**src/rtl/ucsbece154b_pkg.sv**
```systemverilog
// Shared types and constants for the ucsbece154b prefetcher: FSM state
// encoding and the width of the optional stall counter.
package ucsbece154b_pkg;

  typedef enum logic [1:0] {
    IDLE  = 2'd0,
    ISSUE = 2'd1,
    DRAIN = 2'd2,
    FLUSH = 2'd3
  } state_t;

  localparam int STALL_CNT_W = 16;

endpackage

```
**src/rtl/ucsbece154b_credit_cnt.sv**
```systemverilog
// Credit counter for the downstream FIFO: starts full at MAX, one credit is
// taken per issued request and up to two are given back per cycle (pop plus
// a discarded flush response); the count saturates at MAX.
module ucsbece154b_credit_cnt #(
  parameter int MAX = 4,
  parameter int W   = $clog2(MAX + 1)
) (
  input  logic         clk,
  input  logic         rst,
  input  logic         take,
  input  logic [1:0]   give,
  output logic [W-1:0] credits
);

  logic [W-1:0] credits_r;
  logic [W-1:0] credits_s;
  logic [W+1:0] sum_s;

  // Next credit value: net of take/give, clamped at MAX
  always_comb begin
    sum_s = {2'b00, credits_r} + {{W{1'b0}}, give} - {{(W + 1){1'b0}}, take};
    if (sum_s > (W + 2)'(MAX)) begin
      credits_s = W'(MAX);
    end else begin
      credits_s = sum_s[W-1:0];
    end
  end

  // Credit register
  always_ff @(posedge clk or posedge rst) begin
    if (rst) begin
      credits_r <= W'(MAX);
    end else begin
      credits_r <= credits_s;
    end
  end

  assign credits = credits_r;

endmodule

```
**src/rtl/ucsbece154b_prefetch.sv**
```systemverilog
// Credit-based burst prefetcher: issues sequential read requests, forwards
// in-order responses to a downstream FIFO. Optional stall counter is built
// only when UCSBECE154B_PREFETCH_STATS_EN is defined.
module ucsbece154b_prefetch
  import ucsbece154b_pkg::*;
#(
  parameter int DATA_WIDTH = 32,
  parameter int ADDR_WIDTH = 32,
  parameter int NR_ENTRIES = 4,
  parameter int LEN_WIDTH  = 8
) (
  input  logic                   clk,
  input  logic                   rst,
  input  logic                   start_i,
  input  logic [ADDR_WIDTH-1:0]  addr_i,
  input  logic [LEN_WIDTH-1:0]   len_i,
  input  logic                   flush_i,
  output logic                   req_valid_o,
  output logic [ADDR_WIDTH-1:0]  req_addr_o,
  input  logic                   req_ready_i,
  input  logic                   rsp_valid_i,
  input  logic [DATA_WIDTH-1:0]  rsp_data_i,
  output logic                   push_o,
  output logic [DATA_WIDTH-1:0]  data_o,
  input  logic                   pop_seen_i,
  output logic                   busy_o,
  output logic                   done_o,
  output logic [STALL_CNT_W-1:0] stall_cnt_o
);

  localparam int CW = $clog2(NR_ENTRIES + 1);
  localparam logic [ADDR_WIDTH-1:0] STEP = ADDR_WIDTH'(DATA_WIDTH / 8);

  state_t                state_r, state_s;
  logic [ADDR_WIDTH-1:0] addr_r, addr_s;
  logic [LEN_WIDTH-1:0]  rem_r, rem_s;
  logic [CW-1:0]         out_r, out_s;
  logic [CW-1:0]         credits_s;
  logic                  done_r, done_s;
  logic                  xfer_s, rsp_live_s, drop_s, start_acc_s;
  logic [1:0]            give_s;

  assign req_valid_o = (state_r == ISSUE) && (rem_r != '0) && (credits_s != '0);
  assign req_addr_o  = addr_r;
  assign xfer_s      = req_valid_o && req_ready_i;
  assign start_acc_s = (state_r == IDLE) && start_i && !flush_i;
  // Responses count against outstanding in every non-idle state; only
  // ISSUE/DRAIN forward them, FLUSH turns them back into credits.
  assign rsp_live_s  = rsp_valid_i && (state_r != IDLE);
  assign push_o      = rsp_valid_i && ((state_r == ISSUE) || (state_r == DRAIN));
  assign data_o      = push_o ? rsp_data_i : '0;
  assign drop_s      = rsp_valid_i && (state_r == FLUSH);
  assign give_s      = {1'b0, pop_seen_i} + {1'b0, drop_s};
  assign out_s       = out_r + CW'(xfer_s) - CW'(rsp_live_s);
  assign busy_o      = (state_r != IDLE);
  assign done_o      = done_r;

  ucsbece154b_credit_cnt #(.MAX(NR_ENTRIES)) u_credit (
    .clk     (clk),
    .rst     (rst),
    .take    (xfer_s),
    .give    (give_s),
    .credits (credits_s)
  );

  // Next-state, address/length bookkeeping and completion pulse
  always_comb begin
    state_s = state_r;
    addr_s  = addr_r;
    rem_s   = rem_r;
    done_s  = 1'b0;
    if (xfer_s) begin
      addr_s = addr_r + STEP;
      rem_s  = rem_r - LEN_WIDTH'(1);
    end else begin
      addr_s = addr_r;
    end
    case (state_r)
      IDLE: begin
        if (start_acc_s) begin
          addr_s = addr_i;
          rem_s  = len_i;
          if (len_i != '0) begin
            state_s = ISSUE;
          end else begin
            done_s = 1'b1;
          end
        end else begin
          state_s = IDLE;
        end
      end
      ISSUE: begin
        if (flush_i) begin
          state_s = (out_s != '0) ? FLUSH : IDLE;
        end else if (xfer_s && (rem_r == LEN_WIDTH'(1))) begin
          if (out_s == '0) begin
            state_s = IDLE;
            done_s  = 1'b1;
          end else begin
            state_s = DRAIN;
          end
        end else begin
          state_s = ISSUE;
        end
      end
      DRAIN: begin
        if (flush_i) begin
          state_s = (out_s != '0) ? FLUSH : IDLE;
        end else if (out_s == '0) begin
          state_s = IDLE;
          done_s  = 1'b1;
        end else begin
          state_s = DRAIN;
        end
      end
      FLUSH: begin
        if (out_s == '0) begin
          state_s = IDLE;
        end else begin
          state_s = FLUSH;
        end
      end
      default: begin
        state_s = IDLE;
      end
    endcase
  end

  // State and burst bookkeeping registers
  always_ff @(posedge clk or posedge rst) begin
    if (rst) begin
      state_r <= IDLE;
      addr_r  <= '0;
      rem_r   <= '0;
      out_r   <= '0;
      done_r  <= 1'b0;
    end else begin
      state_r <= state_s;
      addr_r  <= addr_s;
      rem_r   <= rem_s;
      out_r   <= out_s;
      done_r  <= done_s;
    end
  end

`ifdef UCSBECE154B_PREFETCH_STATS_EN
  logic [STALL_CNT_W-1:0] stall_r;

  // Saturating count of cycles ISSUE waits on credits
  always_ff @(posedge clk or posedge rst) begin
    if (rst) begin
      stall_r <= '0;
    end else if (start_acc_s) begin
      stall_r <= '0;
    end else if ((state_r == ISSUE) && (rem_r != '0) && (credits_s == '0) && (stall_r != '1)) begin
      stall_r <= stall_r + STALL_CNT_W'(1);
    end else begin
      stall_r <= stall_r;
    end
  end

  assign stall_cnt_o = stall_r;
`else
  assign stall_cnt_o = '0;
`endif

endmodule

```
**config.mk**
```make
export PLATFORM = sky130hd
export DESIGN_NAME = ucsbece154b_prefetch
export DESIGN_NICKNAME = d
export VERILOG_FILES = /design/src/rtl/ucsbece154b_pkg.sv /design/src/rtl/ucsbece154b_credit_cnt.sv /design/src/rtl/ucsbece154b_prefetch.sv
export SDC_FILE = /design/constraint.sdc
export NUM_CORES = 1
export LEC_CHECK = 0
export ABC_AREA = 0
export CORE_ASPECT_RATIO = 1.5
export CORE_MARGIN = 2
export CORE_UTILIZATION = 40
export DETAILED_ROUTE_END_ITERATION = 16
export GPL_ROUTABILITY_DRIVEN = 0
export GPL_TIMING_DRIVEN = 0
export PLACE_DENSITY = 0.77
export REMOVE_ABC_BUFFERS = 1
export SYNTH_ARGS = -nofsm -noshare
export SYNTH_HDL_FRONTEND = slang
export SYNTH_HIERARCHICAL = 1
export SYNTH_SLANG_ARGS = --single-unit
```
**constraint.sdc**
```tcl
create_clock -name clk -period 3.5 [get_ports clk]
set_input_delay 0.35 -clock clk [delete_from_list [all_inputs] [get_ports clk]]
set_output_delay 0.35 -clock clk [all_outputs]
set_load 0.005 [all_outputs]
```
Word-level counts from Yosys, hierarchy flattened:

Cells that the tools add are included.

* $add $sub $neg: 7
* $mul: 0
* divide/modulo/power cells: 0
* $lt $le $gt $ge: 1
* eq/ne operators: 5
* shift operators: 0
* mux-type cells: 24
* bitwise logic cells: 0
* reductions and logical operators: 18

Operators with widths (number)
* 2-to-1 mux 32 bit: 4
* adder 32 x 3 -> 32 bit, second input constant: 1
* 2-to-1 mux 8 bit: 3
* 2-to-1 mux 2 bit: 8
* nonzero test 8 bit: 2
* logical AND 1 bit: 9
* equality test 8 x 1 -> 1 bit, second input constant: 1
* case mux 2 bit (4 select lines): 1
* subtractor 8 x 1 -> 8 bit, second input constant: 1
* 2-to-1 mux 1 bit: 6
* nonzero test 3 bit: 2
* > comparator 5 x 3 -> 1 bit, second input constant: 1
* subtractor 5 x 1 -> 5 bit: 1
* adder 3 x 2 -> 4 bit: 1
* equality test 2 bit, second input constant: 2
* adder 3 x 1 -> 3 bit: 1
* logical NOT 3 bit: 1
* 2-to-1 mux 3 bit: 1
* inequality test 3 x 2 -> 1 bit, second input constant: 1
* case mux 1 bit (3 select lines): 1
* subtractor 3 x 1 -> 3 bit: 1
* adder 1 x 1 -> 2 bit: 1
* equality test 2 x 1 -> 1 bit, second input constant: 1
* logical NOT 2 bit: 1
* 3 further kinds: 3

* register bits after elaboration: 49
* bits in latches: 0
* RAM bits: 0
* memory bits (read-only): 0
* bits of input ports: 79
* output and inout bits: 84
* word-level logic and storage cells: 61
* memories: 0

Logic depth before layout (Yosys ltp):

* depth in word-level cells: 11
* mapped depth: 14
* depth with buffers taken out: 13

Hierarchy:

The synthesis kept the hierarchy.

By module, submodules not included
* ucsbece154b_prefetch: instances 1, cells an instance 368, area an instance 3189.3 µm², seq. area each 1151.1 µm²
* ucsbece154b_credit_cnt: instances 1, cells an instance 30, area an instance 275.3 µm², seq. area each 76.3 µm²

Least setup slack after synthesis:

Ideal clock, no wire load.

* kind: register -> register
* start point: register state_r[1]
* end point: register done_r (netlist: done_o)
* library setup time: 71 ps
* arrival: 3164 ps
* required time: 3429 ps
* slack: 265 ps
* cell stages (with the launch flop): 15
* buffers on the path: 1
* cells stage by stage: dfrtp_1 > inv_1 > ha_1 > o311ai_4 > a31oi_2 > buf_2 > inv_1 > ha_1 > inv_1 > ha_1 > fa_1 > xnor2_1 > or3_1 > o32a_1 > nor2_1

* cells in the longest elaborated chain, start to end: 11
* elaborated cells on any way between the ends: 20
* classes of those cells: add/sub: 2; eq/ne: 2; mux: 6; reduce/logical: 10

RTL lines
* start, declared: RTL line ucsbece154b_prefetch.sv:34 `state_t state_r, state_s;`
* start signal, assigned: RTL line ucsbece154b_prefetch.sv:138 `state_r <= state_s;`
* equality test 2 x 1 -> 1 bit (*): RTL line ucsbece154b_prefetch.sv:43 `assign req_valid_o = (state_r == ISSUE) && (rem_r != '0) && (credits_s != '0);`
* logical AND 1 bit (*) (2 in a row): RTL line ucsbece154b_prefetch.sv:43
* logical AND 1 bit (*): RTL line ucsbece154b_prefetch.sv:45 `assign xfer_s = req_valid_o && req_ready_i;`
* via xfer_s: RTL line ucsbece154b_prefetch.sv:40 `logic xfer_s, rsp_live_s, drop_s, start_acc_s;`
* adder 3 x 1 -> 3 bit (*): RTL line ucsbece154b_prefetch.sv:54 `assign out_s = out_r + CW'(xfer_s) - CW'(rsp_live_s);`
* subtractor 3 x 1 -> 3 bit (*): RTL line ucsbece154b_prefetch.sv:54
* via out_s[2]: RTL line ucsbece154b_prefetch.sv:37 `logic [CW-1:0] out_r, out_s;`
* logical NOT 3 bit (*): RTL line ucsbece154b_prefetch.sv:96, ucsbece154b_prefetch.sv:109
* 2-to-1 mux 1 bit (*): RTL line ucsbece154b_prefetch.sv:96, ucsbece154b_prefetch.sv:109
* 2-to-1 mux 1 bit: RTL line ucsbece154b_prefetch.sv:95 `end else if (xfer_s && (rem_r == LEN_WIDTH'(1))) begin`
* 2-to-1 mux 1 bit: RTL line ucsbece154b_prefetch.sv:93 `if (flush_i) begin`
* case mux 1 bit (3 select lines) (*): RTL line ucsbece154b_prefetch.sv:78 `case (state_r)`
* via done_s: RTL line ucsbece154b_prefetch.sv:39 `logic done_r, done_s;`
* end signal, assigned: RTL line ucsbece154b_prefetch.sv:142 `done_r <= done_s;`
* end, declared: RTL line ucsbece154b_prefetch.sv:39

The timed path passes the listed nets; every way through them passes the cells marked *.
A chain may end at the register's enable or synchronous reset.

Worst setup path after layout:

* start point: register state_r[1]
* end point: register done_r (netlist: done_o)

* cells in the longest elaborated chain, start to end: 11
* elaborated cells on any way between the ends: 20
* classes of those cells: add/sub: 2; eq/ne: 2; mux: 6; reduce/logical: 10

RTL lines (RTL line)
* equality test 2 x 1 -> 1 bit: ucsbece154b_prefetch.sv:43
* logical AND 1 bit (2 in a row): ucsbece154b_prefetch.sv:43
* logical AND 1 bit: ucsbece154b_prefetch.sv:45
* adder 3 x 1 -> 3 bit: ucsbece154b_prefetch.sv:54
* subtractor 3 x 1 -> 3 bit (*): ucsbece154b_prefetch.sv:54
* via out_s[2]: ucsbece154b_prefetch.sv:37
* logical NOT 3 bit (*): ucsbece154b_prefetch.sv:96, ucsbece154b_prefetch.sv:109
* 2-to-1 mux 1 bit (*): ucsbece154b_prefetch.sv:96, ucsbece154b_prefetch.sv:109
* 2-to-1 mux 1 bit: ucsbece154b_prefetch.sv:95
* 2-to-1 mux 1 bit: ucsbece154b_prefetch.sv:93
* case mux 1 bit (3 select lines) (*): ucsbece154b_prefetch.sv:78
* via done_s: ucsbece154b_prefetch.sv:39

Marks and branches as above.

==> flow_summary.json <==
{
  "status": "finished clean",
  "clkSinkCount": 49,
  "synth_top_area_share_pct": 34.7,
  "final_nets": 636,
  "track_usage_pct": 20.7,
  "critPathMaxFanout": 7,
  "grt_pass1_vias": 3587,
  "cp-start-kind": "register",
  "first_pass_iters": 4,
  "path_delay_family": "adder cells",
  "die_y_um": 118,
  "fp-row-count": 41,
  "critPathKind": "register to register",
  "numCtsBuffers": 5,
  "critical_path_buf_inv_count": 3,
  "crit_slowest_cell": "dfrtp_1",
  "synth_compound_area_share_pct": 10.5,
  "crit_chain": "inv_1 > ha_1 > o311ai_4 > a31oi_4 > inv_1 > ha_1 > inv_1 > ha_1 > fa_1 > xnor2_1 > or3_1 > o32a_1 > nor2_1",
  "yosysMostFrequentCell": "nand2_1",
  "ys_top_cells_by_area": "dfrtp_1 35%, ha_1 6.1%, nand2_1 5.9%",
  "final_core_utilization_pct": 61.5,
  "power_frac_seq_pct": 35.3,
  "synth_area_um2": 3460,
  "ys_types": 52,
  "synthesis.area_per_instance_um2": 8.70,
  "io_pins": 163,
  "synth_flop_cell": "dfrtp_1",
  "htreeDepth": 2,
  "p_leak_nw": 2.15,
  "hold_viol_final": 0,
  "cts_tree": "built",
  "syn2layout_area_growth_pct": 49.2,
  "maxCapViolations": 0,
  "power.density_nw_per_um2": 599,
  "hpwl_um": 7580,
  "grt_max_degree": 36,
  "slew_headroom_pct": 44.6,
  "fmax_mhz": 308,
  "overflow": 0,
  "drt_wl_total_um": 9500,
  "wl_per_cell_um": 14.7,
  "crit_required_ns": 3.73,
  "max_slew.worst_pin.slew_ns": 0.829,
  "antenna_found_initial": 0,
  "synthArstFlopShare_pct": 100,
  "switching_share_pct": 37.0,
  "clockBufferDepth": 2,
  "rsz0062_at_grt": "false",
  "max_stage_delay_ns": 0.42,
  "fill_cells": 746,
  "regArea_um2": 1230,
  "synth-edff-count": 0,
  "ant_nets": 0,
  "yosysSeqAreaShare_pct": 35.4,
  "portBuffers": 146,
  "crit_path_end_kind": "register",
  "critical_path_arrival_ns": 3.47,
  "multi_input_area_um2": 2020,
  "comb_power_share_pct": 47.2,
  "num_vias": 3370,
  "ys_warn_count": 6,
  "grt_first_pass_wirelength_um": 15800,
  "worst_clock_skew_ns": 0.00402,
  "synth_xor_area_share_pct": 8.09,
  "yosys.area_share.simple_pct": 29.1,
  "drt_iter0_drc": 92,
  "synthMuxAreaShare_pct": 1.23,
  "hp-class": "input pin to async pin",
  "via_per_inst": 5.22,
  "internal_power_w": 0.00195,
  "synthCells": 398,
  "yosys.area.top_type": "dfrtp_1",
  "ys_seq_elements": 49,
  "start_util_pct": 41.2,
  "timing.rr.start": "state_r[1]",
  "antennaDiodeCount": 0,
  "layout_setup_ws_ns": 0.257,
  "setup_viol": 0,
  "reg2reg_to": "done_o",
  "pre_cts_ws_ns": -0.410,
  "die_area_um2": 9440,
  "p_clk_share_pct": 17.5,
  "yosys-top-cells-count": "54 x nand2_1, 48 x dfrtp_1, 32 x and3_1",
  "r2r_slack_ns": 0.26,
  "die_width_um": 80.0,
  "synth_top_family_by_area": "simple AND/OR/NAND/NOR gates",
  "drive_above_1_share_pct": 5.39,
  "core_um2": 8410,
  "netSwitchingPower_w": 0.00114,
  "root_buffer": "clkbuf_16",
  "cts_hold_buf": 0,
  "drc": 0,
  "clk_latency_ns": 0.29,
  "path_clk_slew_ns": 0.06,
  "ff2ff_path_depth": 13,
  "ir_drop_mv": 0.378,
  "synthAdderAreaFrac_pct": 7.30,
  "slew_violations": 0,
  "fin_crit_ns": 3.24,
  "finalCritPeriodShare_pct": 92.7
}
-- final cells by class --
cell class	count	share of cell area, %
clock buffers	5	2.42
clock inverters	2	0.678
inverters	25	1.82
multi-input cells	305	39.1
flip-flops and latches	49	23.7
well taps	107	2.59
repair buffers	152	29.7
-- stage by stage --
step | instances | area [um2] | power, W | setup TNS, ns | hold WS [ns]
after floorplan | 379 | 3330 | 0.00179 | -37.69 | 0.103
after global placement | 632 | 4920 | 0.00248 | -101.57 | 0.460
after detailed placement | 637 | 4990 | 0.00256 | -0.945 | 0.466
after CTS | 645 | 5170 | 0.00313 | 0 | 0.273
after global routing | 645 | 5170 | 0.00334 | 0 | 0.291
final | 645 | 5170 | 0.00310 | 0 | 0.270
-- state kept, by name, summed over array words and instances (netlist names) --
signal	count
done_o	1
req_addr_o	32
rem_r	8
state_r	2
out_r	3
u_credit/credits	3
-- power groups by stage --
| stage | clock network (W) | registers, W | logic (W) |
|---|---|---|---|
| after detailed placement | 0 | 0.00110 | 0.00146 |
| after floorplan | 0 | 0.00105 | 0.000737 |
| after CTS | 0.000556 | 0.00109 | 0.00148 |
| final | 0.000542 | 0.00109 | 0.00146 |
| after global routing | 0.000578 | 0.00113 | 0.00163 |
| after global placement | 0 | 0.00109 | 0.00139 |
-- cell families after synthesis --
kind of cell    Yosys count
buf+inv                  59
xor+xnor                 32
fa+ha+maj                19
flops                    49
compound gates           56
other cells               1
simple gates            178
mux                       4
-- what timing repair did --
action / 4_1_cts / 5_1_grt
endpoints found under the setup margin: 3 / 0
resized for setup: 1 / 0
setup buffers: 1 / 0
-- how the worst max path moves through the flow --
stage                start        endpoint  slack (ns)  cells after the start
4_1_cts         state_r[1]          done_o        0.26                     13
6_report        state_r[1]          done_o        0.26                     13
3_3_place_gp       flush_i  req_addr_o[29]       -3.08                      4
5_1_grt         state_r[1]          done_o        0.07                     13
3_5_place_dp   req_ready_i          done_o       -0.41                     12
2_1_floorplan   state_r[1]  req_addr_o[29]       -1.24                      6
-- cell usage in the layout, fill, tap and decap left out, types with 10 or more instances in the layout --
cell type | synthesis | routed
clkdlybuf4s50_1 | 0 | 146
nand2_1 | 54 | 54
dfrtp_1 | 48 | 48
and3_1 | 32 | 32
o21ai_0 | 25 | 25
inv_1 | 24 | 23
xor2_1 | 22 | 22
nand4_1 | 18 | 18
ha_1 | 17 | 17
conb_1 | 1 | 16
nor2_1 | 12 | 12
nand3_1 | 10 | 10
xnor2_1 | 10 | 10
-- per-layer routing --
layer / routed length, um / track usage, % / up-vias
met3: 668 / 4.52 / 17
met4: 202 / 7.10 / 0
met5: 0 / 0 / -
li1: - / - / 1643
met2: 5070 / 38.6 / 147
met1: 3570 / 22.3 / 1563
Note: power is estimated with default switching activity, not from simulation.
